**config.mk**
```make
export PLATFORM = sky130hd
export DESIGN_NAME = main_fifo
export DESIGN_NICKNAME = d
export VERILOG_FILES = /design/src/rtl/main_fifo.sv
export SDC_FILE = /design/constraint.sdc
export NUM_CORES = 1
export LEC_CHECK = 0
export BUFFER_PORTS_ARGS = -buffer_cell sky130_fd_sc_hd__buf_2
export CAP_MARGIN = 20
export CELL_PAD_IN_SITES_DETAIL_PLACEMENT = 2
export CELL_PAD_IN_SITES_GLOBAL_PLACEMENT = 2
export CORE_MARGIN = 1.5
export CORE_UTILIZATION = 40
export CTS_CLUSTER_SIZE = 25
export DETAILED_ROUTE_END_ITERATION = 10
export GPL_ROUTABILITY_DRIVEN = 0
export PLACE_DENSITY = 0.82
export SYNTH_ARGS = -nofsm -noshare
export SYNTH_HDL_FRONTEND = slang
export SYNTH_SLANG_ARGS = --single-unit
```
**constraint.sdc**
```tcl
create_clock -name clk -period 4 [get_ports clk]
set_input_delay 0.4 -clock clk [delete_from_list [all_inputs] [get_ports clk]]
set_output_delay 0.4 -clock clk [all_outputs]
set_load 0.05 [all_outputs]
```
**src/rtl/main_fifo.sv**
```systemverilog
// Single-clock FIFO with a registered read port, registered empty/full flags
// and exposed head/tail pointers. Pointers wrap explicitly, so any depth >= 2 works.
module main_fifo #(
  parameter int DATA_WIDTH = 4,
  parameter int DATA_SIZE  = 8,
  localparam int PTR_W     = (DATA_SIZE > 2) ? $clog2(DATA_SIZE) : 1
) (
  input  logic                  clk,
  input  logic                  rst,
  input  logic                  en_write,
  input  logic                  en_read,
  output logic                  empty,
  output logic                  full,
  input  logic [DATA_WIDTH-1:0] in,
  output logic [DATA_WIDTH-1:0] out,
  output logic [PTR_W-1:0]      head,
  output logic [PTR_W-1:0]      tail
);

  localparam int CNT_W = $clog2(DATA_SIZE + 1);
  localparam logic [PTR_W-1:0] PTR_LAST = PTR_W'(DATA_SIZE - 1);
  localparam logic [CNT_W-1:0] CNT_FULL = CNT_W'(DATA_SIZE);

  logic [DATA_WIDTH-1:0] mem_q [DATA_SIZE];

  logic [PTR_W-1:0]      head_q, head_d;
  logic [PTR_W-1:0]      tail_q, tail_d;
  logic [CNT_W-1:0]      count_q, count_d;
  logic                  empty_q, full_q;
  logic [DATA_WIDTH-1:0] out_q;

  logic wr_ok;
  logic rd_ok;

  // Acceptance uses the registered flags, so a read on an empty FIFO never
  // falls through to the word being written in the same cycle.
  assign wr_ok = en_write & ~full_q;
  assign rd_ok = en_read  & ~empty_q;

  always_comb begin
    head_d = head_q;
    if (rd_ok) begin
      head_d = (head_q == PTR_LAST) ? '0 : head_q + PTR_W'(1);
    end
  end

  always_comb begin
    tail_d = tail_q;
    if (wr_ok) begin
      tail_d = (tail_q == PTR_LAST) ? '0 : tail_q + PTR_W'(1);
    end
  end

  always_comb begin
    count_d = count_q;
    if (wr_ok && !rd_ok) begin
      count_d = count_q + CNT_W'(1);
    end else if (rd_ok && !wr_ok) begin
      count_d = count_q - CNT_W'(1);
    end
  end

  // Storage carries no reset so it can map onto block RAM.
  always_ff @(posedge clk) begin
    if (wr_ok) begin
      mem_q[tail_q] <= in;
    end
  end

  always_ff @(posedge clk or negedge rst) begin
    if (!rst) begin
      head_q  <= '0;
      tail_q  <= '0;
      count_q <= '0;
      empty_q <= 1'b1;
      full_q  <= 1'b0;
      out_q   <= '0;
    end else begin
      head_q  <= head_d;
      tail_q  <= tail_d;
      count_q <= count_d;
      empty_q <= (count_d == '0);
      full_q  <= (count_d == CNT_FULL);
      if (rd_ok) begin
        out_q <= mem_q[head_q];
      end
    end
  end

  assign empty = empty_q;
  assign full  = full_q;
  assign out   = out_q;
  assign head  = head_q;
  assign tail  = tail_q;

endmodule

```
==> impl_metrics.yaml <==
synth:
  synthTopCellsByArea: "edfxtp_1 45%, dfrtp_1 18%, mux4_2 8.4%"
  synth_nets: 160
  yosysSeqAreaShare_pct: 63.7
  ys.warnings.count: 0
  syn_area_um2: 2140
  postSynthAreaPerCell_um2: 14.7
  yosysTopAreaCell: "edfxtp_1"
  synth_cells: 146
  synth.top_cell.area_share_pct: 44.9
  synth_cell_types: 36
  yosys_register_bits: 48
floorplan:
  coreArea_um2: 5140
  ios: 20
  die_h_um: 76.1
  initial_core_util_pct: 41.6
  rows: 26
  die_x_um: 76.1
  design.die.area_um2: 5800
cts:
  clk_pin_slew_worst_paths_ns: 0.09
  cts_sinks: 48
  cts-root-buf: "clkbuf_8"
  cts_made_buffers: 5
  clk_path_buf_depth: 2
  clkLatencyLatePin_ns: 0.30
  cts_setup_buffers: 0
  cts_resized: 0
  cts_tree: "built"
  ctsHoldBuffers: 0
  htreeDepth: 2
power:
  irDropWorstVdd_uv: 351
  power_density_nw_per_um2: 788
  pwr-share-seq_pct: 43.2
  leakage_nw: 0.908
  pwr-share-comb_pct: 38.3
  swShare_pct: 41.3
  p_int_mw: 1.10
  p_clk_share_pct: 18.4
  p_switching_mw: 0.774
worst_hold_path:
  hp-class: "in -> async"
drt:
  wirelength_um: 4750
  wl_per_cell_um: 20.2
  vias: 1272
  drtIter0Drc: 56
  remaining_drc_errors: 0
  viasPerCell: 5.41
  dr.pass1.iters: 4
  ant_nets: 0
cells_and_area:
  final_nets: 178
  fillers: 534
  drive_above_1_share_pct: 26.7
  antennaDiodeCount: 0
  area_growth_pct: 11.2
worst_setup_path:
  crit_required_ns: 4.22
  critPathLaunchType: "flop"
  arrival_ns: 2.10
  critical_path_class: "reg -> reg"
  critical_path.max_fanout: 16
  crit_path_end_kind: "flop"
grt:
  grt_remaining_overflow: 0
  track_usage_pct: 17.9
  antenna_found_initial: 0
  grt_pass1_vias: 1389
  grt_pass1_wl_um: 7660
  grt_max_degree: 17
sta:
  fin_ws_ns: 2.13
  setup_tns_ns: 0
  maxSlewHeadroom_pct: 46.7
  setup_viol: 0
  min_period_ns: 1.87
  finalHoldViolCount: 0
  clock_skew_ns: 0.00678
  tightest_slew_ns: 0.798
  post-route-period-util_pct: 46.9
  report.final.slew_viol_count: 0
  fmaxAchievable_ghz: 0.533
  rsz0062_at_grt: "false"
placement:
  pre_cts_ws_ns: 1.99
  portBuffers: 19
  hpwl_um: 3580
job:
  maxCapViolCount: 0
outcome:
  status: "completed"
## sequential cells by signal, indices dropped and copies added, names as in the netlist
| name | cells |
|---|---|
| full | 1 |
| head | 3 |
| empty | 1 |
| mem_q | 32 |
| count_q | 4 |
| tail | 3 |
| out | 4 |
## area by class of cell
cell class	instances	area [um2]	area share (%)
repair buffers	19	95.1	4.00
clock inverters	3	42.5	1.79
inverters	4	15.0	0.631
multi-input cells	86	708	29.8
well taps	70	87.6	3.68
clock buffers	5	68.8	2.89
flip-flops and latches	48	1360	57.3
## per-stage QoR
stage                     cells  util (%)  hold slack (ns)  power [mW]  cell area [um2]
after CTS                   235      46.3          0.00755        1.90             2380
after floorplan             146         -            0.104        1.35             2140
after global routing        235      46.3          0.00487        1.99             2380
after detailed placement    227      44.1            0.342        1.55             2270
after global placement      227      44.1            0.333        1.48             2270
final                       235      46.3           0.0104        1.88             2380
## power by group through the flow
stage	clock network (mW)	registers (mW)	logic, mW
finish	0.346	0.811	0.719
global route	0.377	0.835	0.781
CTS	0.356	0.815	0.732
detailed placement	0	0.824	0.724
global placement	0	0.805	0.679
floorplan	0	0.935	0.415
## cell usage in the layout (no fill, tap or decap), drive strengths merged
master / Yosys / final
nand2: 19 / 19
nor2b: 2 / 2
edfxtp: 32 / 32
clkbuf: 2 / 5
mux4: 8 / 8
nand3b: 2 / 2
buf: 6 / 19
nand2b: 4 / 4
or4: 2 / 2
o21a: 1 / 1
nor2: 9 / 9
mux2i: 4 / 4
dfrtp: 15 / 15
bufinv: 0 / 1
a211oi: 2 / 2
nor3: 6 / 6
nor4: 2 / 2
a21o: 2 / 2
ha: 6 / 6
nand3: 1 / 1
or3: 1 / 1
or2b: 1 / 1
dfstp: 1 / 1
o211ai: 3 / 3
nand4: 1 / 1
o21ai: 7 / 7
nor4b: 1 / 1
xnor2: 2 / 2
inv: 4 / 4
clkinv: 0 / 2
## layer usage
| metal | vias up | GRT usage, % | routed length, um |
|---|---|---|---|
| li1 | 576 | - | - |
| met1 | 667 | 23.3 | 2110 |
| met2 | 23 | 30.3 | 2450 |
| met3 | 6 | 4.55 | 140 |
| met4 | 0 | 4.44 | 44 |
| met5 | - | 0 | 0 |
## worst max-delay path: stages (launching register included)
cell      delay [ns]
dfstp_2         0.54
nand2b_1        0.52
nor4b_2         0.14
or3_1           0.35
a211oi_2        0.25
## final timing paths
kind                            startpoint     endpoint  slack, ns  cells after the start
worst max-delay path                 empty        empty       2.13                      4
worst min-delay path                   rst      tail[1]       0.01                      1
worst max register to register       empty        empty       2.13                      4
worst min register to register      out[3]       out[3]       0.50                      2
max in group asynchronous              rst        empty       3.67                      1
min in group clk                     in[0]  mem_q[7][0]       0.38                      1
## kinds of logic (layout without fill, tap and decap cells)
logic type / count (synthesis) / in the layout / share of synthesized area (%)
AO/OA/AOI/OAI: 15 / 15 / 4.68
XOR/XNOR: 2 / 2 / 0.819
adder cells (fa/ha/maj): 6 / 6 / 3.51
buffers and inverters: 12 / 31 / 3.22
flip-flops: 48 / 48 / 63.7
multiplexers: 12 / 12 / 10.3
AND/OR/NAND/NOR: 51 / 51 / 13.8
## synthesized netlist by cell type
cell type,number
nor2_1,9
nand3b_1,2
dfrtp_1,15
nor3_1,5
clkbuf_1,1
buf_6,2
buf_4,1
or4_4,2
nor4_2,1
nand3_1,1
clkbuf_2,1
or2b_1,1
nor3_2,1
or3_1,1
a211oi_1,1
nand2b_4,1
a21o_1,2
dfstp_2,1
buf_2,3
nor4b_2,1
edfxtp_1,32
inv_1,4
ha_1,6
nor4_1,1
nand4_2,1
nor2b_1,1
mux2i_1,4
o211ai_1,3
nand2_1,19
o21ai_0,7
xnor2_1,2
o21a_1,1
mux4_2,8
a211oi_2,1
nand2b_1,3
nor2b_4,1
Power figures use the tool's default switching activity.
